**src/rtl/pwm_pkg.sv**
```systemverilog
// rtl/pwm_pkg.sv - shared constants and types for the PWM generator
//
// Purpose: default counter width and the phase encoding used by
// pwm_generator and pwm_phase_counter.
// Ports: none (package).
package pwm_pkg;

    localparam int PWM_WIDTH = 16;

    typedef enum logic {
        PHASE_HIGH = 1'b0,
        PHASE_LOW  = 1'b1
    } pwm_phase_e;

endpackage : pwm_pkg

```
**src/rtl/pwm_phase_counter.sv**
```systemverilog
// rtl/pwm_phase_counter.sv - enabled phase counter with terminal-count compare
//
// Purpose: counts enabled cycles inside the current PWM phase and flags the
// last cycle of that phase. A zero-length phase is treated as lasting one
// enabled cycle, so terminal is asserted immediately.
// Ports:
//   clock     in   system clock, rising edge
//   reset     in   synchronous active-high reset, clears the count
//   clk_en    in   count enable; count holds when low
//   length    in   length of the current phase in enabled cycles
//   terminal  out  current enabled cycle is the last of the phase
//   zero_len  out  current phase length is zero
module pwm_phase_counter
    import pwm_pkg::*;
#(
    parameter int WIDTH = PWM_WIDTH
) (
    input  logic             clock,
    input  logic             reset,
    input  logic             clk_en,
    input  logic [WIDTH-1:0] length,
    output logic             terminal,
    output logic             zero_len
);

    logic [WIDTH-1:0] count;

    assign zero_len = (length == '0);
    // length-1 is only meaningful when length is nonzero; zero_len covers the rest,
    // so count never has to go past length-1 and cannot wrap.
    assign terminal = zero_len || (count == (length - WIDTH'(1)));

    always_ff @(posedge clock) begin
        if (reset) begin
            count <= '0;
        end else if (clk_en) begin
            if (terminal) begin
                count <= '0;
            end else begin
                count <= count + WIDTH'(1);
            end
        end
    end

endmodule : pwm_phase_counter

```
**src/rtl/pwm_generator.sv**
```systemverilog
// rtl/pwm_generator.sv - programmable single-channel PWM generator
//
// Purpose: drives pwm_out high for pwm_on enabled cycles and low for pwm_off
// enabled cycles. On/off words are captured into shadow registers at reset and
// at each period boundary, so mid-period changes apply to the next period.
// Optional feature macro: PWM_PERIOD_PULSE_EN (period_start pulse); when
// undefined period_start is tied low.
// Ports:
//   clock         in   system clock, rising edge
//   reset         in   synchronous active-high reset / config-write strobe
//   clk_en        in   prescaler tick; state advances only when high
//   pwm_on        in   high-phase length in enabled cycles
//   pwm_off       in   low-phase length in enabled cycles
//   pwm_out       out  registered PWM waveform
//   period_start  out  one-clock pulse at position 0 of each period
module pwm_generator
    import pwm_pkg::*;
#(
    parameter int WIDTH = PWM_WIDTH
) (
    input  logic             clock,
    input  logic             reset,
    input  logic             clk_en,
    input  logic [WIDTH-1:0] pwm_on,
    input  logic [WIDTH-1:0] pwm_off,
    output logic             pwm_out,
    output logic             period_start
);

    logic [WIDTH-1:0] shadow_on;
    logic [WIDTH-1:0] shadow_off;
    pwm_phase_e       phase;
    pwm_phase_e       phase_next;
    logic [WIDTH-1:0] phase_len;
    logic             terminal;
    logic             zero_len;
    logic             out_next;
    logic             reload;

    assign phase_len = (phase == PHASE_HIGH) ? shadow_on : shadow_off;

    pwm_phase_counter #(
        .WIDTH    (WIDTH)
    ) u_counter (
        .clock    (clock),
        .reset    (reset),
        .clk_en   (clk_en),
        .length   (phase_len),
        .terminal (terminal),
        .zero_len (zero_len)
    );

    always_comb begin
        phase_next = phase;
        out_next   = 1'b0;
        reload     = 1'b0;
        case (phase)
            PHASE_HIGH: begin
                out_next = !zero_len;
                if (terminal) begin
                    phase_next = PHASE_LOW;
                end
            end
            PHASE_LOW: begin
                // A zero-length low phase keeps the line high so off=0 gives
                // a steady 1 rather than a one-cycle glitch each period.
                out_next = zero_len && (shadow_on != '0);
                if (terminal) begin
                    phase_next = PHASE_HIGH;
                    reload     = 1'b1;
                end
            end
            default: begin
                phase_next = PHASE_HIGH;
            end
        endcase
    end

    always_ff @(posedge clock) begin
        if (reset) begin
            phase      <= PHASE_HIGH;
            pwm_out    <= 1'b0;
            shadow_on  <= pwm_on;
            shadow_off <= pwm_off;
        end else if (clk_en) begin
            phase   <= phase_next;
            pwm_out <= out_next;
            if (reload) begin
                shadow_on  <= pwm_on;
                shadow_off <= pwm_off;
            end
        end
    end

`ifdef PWM_PERIOD_PULSE_EN
    // at_start marks that the next enabled edge processes position 0 of a
    // period: true after reset and after the low phase terminates.
    logic at_start;

    always_ff @(posedge clock) begin
        if (reset) begin
            at_start     <= 1'b1;
            period_start <= 1'b0;
        end else begin
            period_start <= clk_en && at_start;
            if (clk_en) begin
                at_start <= reload;
            end
        end
    end
`else
    assign period_start = 1'b0;
`endif

endmodule : pwm_generator

```
**config.mk**
```make
export PLATFORM = sky130hd
export DESIGN_NAME = pwm_generator
export DESIGN_NICKNAME = d
export VERILOG_FILES = /design/src/rtl/pwm_pkg.sv /design/src/rtl/pwm_phase_counter.sv /design/src/rtl/pwm_generator.sv
export SDC_FILE = /design/constraint.sdc
export NUM_CORES = 1
export LEC_CHECK = 0
export CAP_MARGIN = 20
export CORE_UTILIZATION = 50
export CTS_CLUSTER_SIZE = 12
export DETAILED_ROUTE_END_ITERATION = 8
export MAX_ROUTING_LAYER = met4
export PLACE_DENSITY = 0.75
export REMOVE_ABC_BUFFERS = 1
export SETUP_SLACK_MARGIN = 0.2
export SKIP_CTS_REPAIR_TIMING = 1
export SLEW_MARGIN = 20
export SYNTH_ARGS = -nofsm -noshare
export SYNTH_HDL_FRONTEND = slang
export SYNTH_SLANG_ARGS = --single-unit
```
**constraint.sdc**
```tcl
create_clock -name clock -period 3.8 [get_ports clock]
set_input_delay 1.14 -clock clock [delete_from_list [all_inputs] [get_ports clock]]
set_output_delay 1.14 -clock clock [all_outputs]
set_load 0.02 [all_outputs]
```
==> results.sh, run 1 <==
export IMPL_ys_flop_type="edfxtp_1"
export IMPL_cts_max_level=2
export IMPL_clock_skew_final_ns=0.004531
export IMPL_grt_ovfl_total=0
export IMPL_min_path_type="reg -> reg"
export IMPL_drtIter0Drc=37
export IMPL_fmax_mhz=294.8
export IMPL_die_y_microns=76.40
export IMPL_grt_pass1_vias=1905
export IMPL_place_area_sq_um=3181
export IMPL_worst_pin_slew_ns=0.5227
export IMPL_clkPwrFrac_pct=32.0
export IMPL_synth_edf_count=32
export IMPL_relSlewSlack_pct=64.77
export IMPL_dieWidth_microns=76.40
export IMPL_cts_buffer_depth=2
export IMPL_synthDistinctLibCells=50
export IMPL_drv_cap=0
export IMPL_combPwrFrac_pct=12.3
export IMPL_ctsRootBufferMaster="clkbuf_8"
export IMPL_drc=0
export IMPL_rsz0062_at_grt="false"
export IMPL_p_per_area_nw_per_um2=348.7
export IMPL_layout_nets=320
export IMPL_path_max_fanout=32
export IMPL_startpoint_type="flip-flop"
export IMPL_cp_arrival_ns=3.41
export IMPL_internal_power_uw=879.7
export IMPL_seq_area_frac_synth_pct=47.74
export IMPL_row_count=26
export IMPL_switchingPower_uw=272.7
export IMPL_start_util_pct=53.17
export IMPL_slew_viol_final=0
export IMPL_dieArea_sq_um=5837
export IMPL_grt_pass1_wl_microns=9045
export IMPL_drive_above_1_share_pct=13.88
export IMPL_hold_viol=0
export IMPL_final_area_sq_um=3304
export IMPL_worstSetupEndpointType="flip-flop"
export IMPL_clkTransAtPathRegs_ns=0.09
export IMPL_ir_drop_mv=0.2350
export IMPL_cts_buffers_inserted=5
export IMPL_min_period_ns=3.393
export IMPL_switching_share_pct=23.66
export IMPL_cp_required_ns=3.81
export IMPL_via_per_inst=5.852
export IMPL_synth_seq_cells=50
export IMPL_period_share_pct=89.28
export IMPL_place_congestion=0.8847
export IMPL_leakage_uw=0.001063
export IMPL_cts_sinks=50
export IMPL_antenna_found_initial=0
export IMPL_critical_path_class="reg -> reg"
export IMPL_syn2layout_area_growth_pct=19.39
export IMPL_hpwl_microns=4246
export IMPL_wire_per_inst_microns=16.12
export IMPL_vias=2054
export IMPL_portBuffers=35
export IMPL_syn_area_sq_um=2768
export IMPL_core_sq_um=5205
export IMPL_synthCells=242
export IMPL_ios=37
export IMPL_grtUsageTotal_pct=20.60
export IMPL_holdWs_ns=0.5070
export IMPL_cts_tree="built"
export IMPL_ant_nets=0
export IMPL_outcome="completed"
export IMPL_synth_area_per_cell_sq_um=11.44
export IMPL_finalSetupViolations=0
export IMPL_grt_max_degree=33
export IMPL_first_pass_iters=4
export IMPL_drt_wl_total_microns=5659
export IMPL_pwr_share_seq_pct=55.7
export IMPL_antenna_cells=0
export IMPL_synthArstFlopShare_pct=0
export IMPL_clk_latency_ns=0.30
export IMPL_synth_warnings=0
-- synth_stat cells (all sizes together) (5+ instances only) --
cell    count  area share [%]
edfxtp     32              35
xor2       16             5.1
mux2i      17             6.1
nand2      11             1.5
nor3b       5             1.5
nand4       7             1.6
buf         6             1.9
nand3       6             1.1
a21oi      19             4.8
xnor2      18             5.7
nor3       12             2.2
nor2       12             1.6
dfxtp      18              13
-- critical path, cell delays in order (launching register included) --
cell and delay [ns]:
edfxtp_1 0.43, or4b_1 0.57, o32ai_1 0.23, nand3_1 0.14, a2111o_1 0.38, a2111o_1 0.47
o31ai_2 0.31, ha_1 0.20, a21o_1 0.15, buf_12 0.20
-- cell families after synthesis --
group,count (synthesis),share of synthesized area (%)
AO/OA/AOI/OAI,46,13.29
XOR/XNOR,34,10.76
adder cells (fa/ha/maj),4,1.808
buffers and inverters,13,3.798
flip-flops,50,47.74
multiplexers,20,7.369
other,1,0.1355
AND/OR/NAND/NOR,74,15.10
-- placed cells by master (no fill, tap or decap), types with 2 or more instances in the layout --
master            n
o21ai_0           3
clkdlybuf4s50_1  35
a21oi_1           9
mux2_2            3
a2111o_1          2
a31oi_1           4
dfxtp_1          17
nand4_1           7
xnor2_1          18
inv_1             2
clkbuf_8          5
or3_1             4
nand2_1          11
or4b_1            2
nor2_1           12
edfxtp_1         32
mux2i_1          17
o32ai_1           2
buf_4             7
or2_2             2
nor3b_1           4
xor2_1           16
ha_1              4
o31ai_1           2
nand3_1           6
nor3_1           12
nor4_1            4
o22ai_1           3
a21oi_2          10
and3_1            4
-- power groups by stage --
| stage | logic [uW] | registers, uW | clock network, uW |
|---|---|---|---|
| finish | 142 | 642 | 369 |
| detailed placement | 141 | 654 | 0 |
| CTS | 142 | 641 | 376 |
| floorplan | 79.6 | 645 | 0 |
| global route | 153 | 646 | 394 |
| global placement | 139 | 652 | 0 |
-- final timing paths --
check	from	to	slack (ns)	cells past startpoint
setup / recovery	shadow_off[12]$_DFFE_PP_	shadow_on[7]$_DFFE_PP_	0.41	9
hold / removal	pwm_out$_SDFFE_PP0P_	pwm_out$_SDFFE_PP0P_	0.51	2
setup reg to reg	shadow_off[12]$_DFFE_PP_	shadow_on[7]$_DFFE_PP_	0.41	9
hold reg to reg	pwm_out$_SDFFE_PP0P_	pwm_out$_SDFFE_PP0P_	0.51	2
-- layout make-up --
type | instances | area, sq um
Fill cell | 415 | 1901
Multi-Input combinational cell | 179 | 1354
Sequential cell | 50 | 1325
Timing Repair Buffer | 43 | 422.9
Tap cell | 70 | 87.58
Clock buffer | 5 | 68.82
Clock inverter | 2 | 38.79
Inverter | 2 | 7.507
-- routing by layer --
layer | part of all wire (%) | track usage, %
met1 | 44 | 26.32
met2 | 48 | 32.97
met3 | 5.7 | 4.072
met4 | 1.7 | 6.538
met5 | 0 | -
-- stage by stage --
step / total power [uW] / cells / util, % / setup TNS (ns) / setup WS, ns
3_5_place_dp: 794.8 / 344 / 61.11 / 0 / 0.2095
5_1_grt: 1193 / 351 / 63.49 / 0 / 0.2212
2_1_floorplan: 724.6 / 231 / - / -20.87 / -0.6520
4_1_cts: 1160 / 351 / 63.17 / 0 / 0.1511
6_report: 1152 / 351 / 63.49 / 0 / 0.4074
3_3_place_gp: 791.2 / 344 / 61.11 / 0 / 0.2792
-- state kept, by name, summed over array words and instances, names as in the netlist --
signal	flops
phase	1
shadow_off	16
shadow_on	16
u_counter.count	16
pwm_out	1
Note: power is estimated with default switching activity, not from simulation.
==> run 2: changes to the inputs <==
--- a/config.mk
+++ b/config.mk
@@ -6,6 +6,7 @@
 export NUM_CORES = 1
 export LEC_CHECK = 0
 export CAP_MARGIN = 20
+export CORE_MARGIN = 10
 export CORE_UTILIZATION = 50
 export CTS_CLUSTER_SIZE = 12
 export DETAILED_ROUTE_END_ITERATION = 8
==> run 2 against run 1 <==
  * Non-clock buffer count shrank 1
  * Maximum frequency grew 0.64%
  * Global-route usage shrank 6.1 points
  * Clock skew is essentially flat
  * Sequential cell count is the same
  * Routed wire length grew 2.1%
  * Final area shrank 0.19%
  * Final cell count grew 0.57%
  * Sequential share of layout area is essentially flat
  * Utilization shrank 2.8 points
==> results.sh, run 2 (synthesized netlist as in run 1, its figures left out) <==
export IMPL_outcome="completed"
export IMPL_dieWidth_microns=94.40
export IMPL_grt_ovfl_total=0
export IMPL_antenna_cells=0
export IMPL_row_count=27
export IMPL_final_cell_mix="35 x clkdlybuf4s50_1, 32 x edfxtp_1, 18 x xnor2_1"
export IMPL_top_regs="shadow_off (16), shadow_on (16), u_counter.count (16)"
export IMPL_via_per_inst=5.677
export IMPL_final_area_sq_um=3298
export IMPL_place_congestion=0.8860
export IMPL_vias=2004
export IMPL_cpMostUsedCell="a2111o_1"
export IMPL_hpwl_microns=4517
export IMPL_cp_arrival_ns=3.39
export IMPL_cts_buffer_depth=2
export IMPL_leakage_uw=0.001054
export IMPL_antenna_found_initial=0
export IMPL_grt_pass1_wl_microns=10080
export IMPL_startpoint_type="flip-flop"
export IMPL_drv_cap=0
export IMPL_wire_per_inst_microns=16.37
export IMPL_slew_viol_final=0
export IMPL_start_util_pct=50.89
export IMPL_min_period_ns=3.371
export IMPL_drtIter0Drc=116
export IMPL_clkTransAtPathRegs_ns=0.10
export IMPL_p_per_area_nw_per_um2=355.7
export IMPL_portBuffers=35
export IMPL_hold_viol=0
export IMPL_drc=0
export IMPL_layout_nets=319
export IMPL_rsz0062_at_grt="false"
export IMPL_crit_chain="or4b_1 > o32ai_1 > nand3_1 > a2111o_1 > a2111o_1 > o31ai_1 > ha_1 > a21o_1 > buf_12"
export IMPL_ant_nets=0
export IMPL_min_path_type="reg -> reg"
export IMPL_fmax_mhz=296.6
export IMPL_dieArea_sq_um=8911
export IMPL_ir_drop_mv=0.2197
export IMPL_cts_max_level=2
export IMPL_drive_above_1_share_pct=13.52
export IMPL_critPathSlowestCell="or4b_1"
export IMPL_core_sq_um=5439
export IMPL_path_max_fanout=32
export IMPL_cts_tree="built"
export IMPL_grtUsageTotal_pct=14.48
export IMPL_die_y_microns=94.40
export IMPL_ctsRootBufferMaster="clkbuf_8"
export IMPL_cts_sinks=50
export IMPL_grt_pass1_vias=2108
export IMPL_mostFrequentLayoutCell="clkdlybuf4s50_1"
export IMPL_period_share_pct=88.71
export IMPL_critical_path_max_stage_delay_ns=0.57
export IMPL_worstSetupEndpointType="flip-flop"
export IMPL_clock_skew_final_ns=0.004954
export IMPL_finalSetupViolations=0
export IMPL_first_pass_iters=5
export IMPL_drt_wl_total_microns=5777
export IMPL_grt_max_degree=33
export IMPL_place_area_sq_um=3176
export IMPL_critical_path_class="reg -> reg"
export IMPL_cts_buffers_inserted=5
export IMPL_syn2layout_area_growth_pct=19.17
export IMPL_fin_tns_setup_ns=0
export IMPL_clk_latency_ns=0.31
export IMPL_cp_required_ns=3.82
export IMPL_ios=37
==> run 2: cell count changes in the layout (fill, tap and decap cells not counted), sizes merged <==
cell	previous run	this run
inv	2	4
clkinv	1	0
buf	8	7
==> run 2: path summary, 6_finish.rpt <==
check	start	end	slack, ns	cells after the start
worst max-delay path	shadow_off[12]$_DFFE_PP_	shadow_off[7]$_DFFE_PP_	0.43	9
worst min-delay path	pwm_out$_SDFFE_PP0P_	pwm_out$_SDFFE_PP0P_	0.51	2
worst max register to register	shadow_off[12]$_DFFE_PP_	shadow_off[7]$_DFFE_PP_	0.43	9
worst min register to register	pwm_out$_SDFFE_PP0P_	pwm_out$_SDFFE_PP0P_	0.51	2
==> run 2: worst max-delay path, delay by kind of cell, from the launching register on <==
| family | cells | cell delay (ns) |
|---|---|---|
| AND/OR/NAND/NOR | 2 | 0.69 |
| buffers and inverters | 1 | 0.20 |
| adder cells (fa/ha/maj) | 1 | 0.21 |
| AO/OA/AOI/OAI | 5 | 1.54 |
| flip-flops | 1 | 0.43 |
==> run 2: cell type report <==
cell class              count  area (sq um)
inverters                   2         7.507
clock inverters             3         47.55
clock buffers               5         68.82
multi-input cells         179          1346
flip-flops and latches     50          1323
repair buffers             42         415.4
well taps                  72         90.09
fillers                   464          2141
==> run 2: per-layer routing <==
| layer | part of all wire [%] | wire [microns] | vias up | global-route usage (%) |
|---|---|---|---|---|
| li1 | - | - | 989 | - |
| met1 | 46 | 2678 | 960 | 17.60 |
| met2 | 50 | 2877 | 49 | 23.68 |
| met3 | 2.9 | 168 | 6 | 2.776 |
| met4 | 0.92 | 53 | 0 | 4.557 |
| met5 | 0 | 0 | - | - |
==> run 2: where the power goes <==
part           switching [uW]  total [uW]  internal (uW)
clock                     188         389            201
sequential               29.2         642            613
combinational            67.6         142           74.6
total                     285        1170            888
==> run 2: metrics by stage <==
stage	utilization, %	setup WS, ns	total power [uW]	hold slack [ns]	std cells
final	60.64	0.4290	1173	0.5123	353
after global routing	60.64	0.2659	1233	0.5492	353
after CTS	60.52	0.3418	1178	0.5156	353
after detailed placement	58.39	0.3594	795.4	0.5022	345
after global placement	58.39	0.4174	792.5	0.4958	345
after floorplan	-	-0.6520	724.6	0.5167	231
==> run 3: changes to the inputs <==
--- a/config.mk
+++ b/config.mk
@@ -6,6 +6,7 @@
 export NUM_CORES = 1
 export LEC_CHECK = 0
 export CAP_MARGIN = 20
+export CORE_ASPECT_RATIO = 0.75
 export CORE_MARGIN = 10
 export CORE_UTILIZATION = 50
 export CTS_CLUSTER_SIZE = 12
==> run 3 against run 2 <==
  * Final cell count grew 2.0%
  * Routed wire length grew 6.7%
  * Setup slack lost 0.048 ns
  * Clock skew grew 0.0050 ns
  * Global-route usage shrank 0.15 points
  * Combinational power grew 3%
  * Highest routed layer unchanged
==> results.sh, run 3 (synthesized netlist as in run 1, its figures left out) <==
export IMPL_cts_sinks=50
export IMPL_core_sq_um=5353
export IMPL_layout_nets=323
export IMPL_grt_max_degree=33
export IMPL_path_max_fanout=32
export IMPL_via_per_inst=5.581
export IMPL_finalPower_uw=1175
export IMPL_top_regs="shadow_off (16), shadow_on (16), u_counter.count (16)"
export IMPL_min_path_type="reg -> reg"
export IMPL_grt_ovfl_total=0
export IMPL_leakage_uw=0.001074
export IMPL_slew_viol_final=0
export IMPL_first_pass_iters=4
export IMPL_finalSetupViolations=0
export IMPL_drtIter0Drc=97
export IMPL_final_cell_mix="35 x clkdlybuf4s50_1, 32 x edfxtp_1, 18 x xnor2_1"
export IMPL_clock_skew_final_ns=0.01000
export IMPL_hold_viol=0
export IMPL_combPwrFrac_pct=12.4
export IMPL_dieArea_sq_um=8942
export IMPL_outcome="completed"
export IMPL_internal_power_uw=890.5
export IMPL_cts_buffer_depth=2
export IMPL_period_share_pct=89.97
export IMPL_rsz0062_at_grt="false"
export IMPL_hpwl_microns=4801
export IMPL_antenna_found_initial=0
export IMPL_cts_tree="built"
export IMPL_worst_slack_ns=0.3811
export IMPL_clkPwrFrac_pct=32.8
export IMPL_drv_cap=0
export IMPL_clkTransAtPathRegs_ns=0.10
export IMPL_drc=0
export IMPL_grt_pass1_wl_microns=10170
export IMPL_ios=37
export IMPL_portBuffers=35
export IMPL_ir_drop_mv=0.2515
export IMPL_startpoint_type="flip-flop"
export IMPL_clk_latency_ns=0.31
export IMPL_worstSetupEndpointType="flip-flop"
export IMPL_switchingPower_uw=284.1
export IMPL_final_cells=360
export IMPL_wire_per_inst_microns=17.12
export IMPL_min_period_ns=3.419
export IMPL_ctsRootBufferMaster="clkbuf_8"
export IMPL_start_util_pct=51.71
export IMPL_fin_tns_setup_ns=0
export IMPL_cts_buffers_inserted=5
export IMPL_drive_above_1_share_pct=14.74
export IMPL_drt_wl_total_microns=6164
export IMPL_fmax_mhz=292.5
export IMPL_place_congestion=0.9327
export IMPL_grt_pass1_vias=2032
export IMPL_pwr_share_seq_pct=54.8
export IMPL_switching_share_pct=24.18
export IMPL_cts_max_level=2
export IMPL_pre_cts_ws_ns=0.3676
export IMPL_row_count=23
export IMPL_antenna_cells=0
export IMPL_dp_cells=352
export IMPL_critical_path_class="reg -> reg"
export IMPL_syn2layout_area_growth_pct=20.39
export IMPL_cp_arrival_ns=3.42
export IMPL_grtUsageTotal_pct=14.33
export IMPL_dieWidth_microns=105.9
export IMPL_die_y_microns=84.43
export IMPL_cp_required_ns=3.80
export IMPL_vias=2009
export IMPL_ant_nets=0
export IMPL_p_per_area_nw_per_um2=352.5
export IMPL_mostFrequentLayoutCell="clkdlybuf4s50_1"
run 3: through the flow:
step	util [%]	instance area (sq um)	hold WS, ns
global route	62.25	3332	0.5583
detailed placement	59.96	3209	0.4954
CTS	62.13	3326	0.5098
global placement	59.96	3209	0.4898
floorplan	-	2670	0.5167
finish	62.25	3332	0.5081
run 3: power by group through the flow:
stage / combinational (uW) / clock, uW / sequential (uW)
floorplan: 79.6 / 0 / 645
global placement: 142 / 0 / 656
detailed placement: 145 / 0 / 656
CTS: 146 / 397 / 643
global route: 161 / 423 / 648
finish: 146 / 385 / 644
run 3: path summary, 6_finish.rpt:
| check | endpoint | cells past startpoint | startpoint | slack [ns] |
|---|---|---|---|---|
| setup reg to reg | shadow_off[10]$_DFFE_PP_ | 9 | shadow_off[13]$_DFFE_PP_ | 0.38 |
| hold reg to reg | pwm_out$_SDFFE_PP0P_ | 2 | pwm_out$_SDFFE_PP0P_ | 0.51 |
| setup / recovery | shadow_off[10]$_DFFE_PP_ | 9 | shadow_off[13]$_DFFE_PP_ | 0.38 |
| hold / removal | pwm_out$_SDFFE_PP0P_ | 2 | pwm_out$_SDFFE_PP0P_ | 0.51 |
run 3: layout make-up:
type	count	area, sq um
clock buffers	5	68.82
clock inverters	3	47.55
fillers	445	2021
inverters	2	7.507
multi-input cells	179	1346
flip-flops and latches	50	1323
well taps	75	93.84
repair buffers	46	445.4
run 3: routing by layer:
metal / track usage [%] / wire [microns]
met5: - / 0
met4: 2.945 / 51
met1: 19.24 / 3083
met2: 21.69 / 2774
met3: 3.130 / 255
run 3: worst max-delay path, stage by stage, from the launching register on:
cell,delay (ns)
edfxtp_1,0.44
or4b_1,0.55
o32ai_1,0.23
nand3_1,0.12
a2111o_1,0.38
a2111o_1,0.47
o31ai_1,0.34
ha_1,0.21
a21o_1,0.15
buf_12,0.21
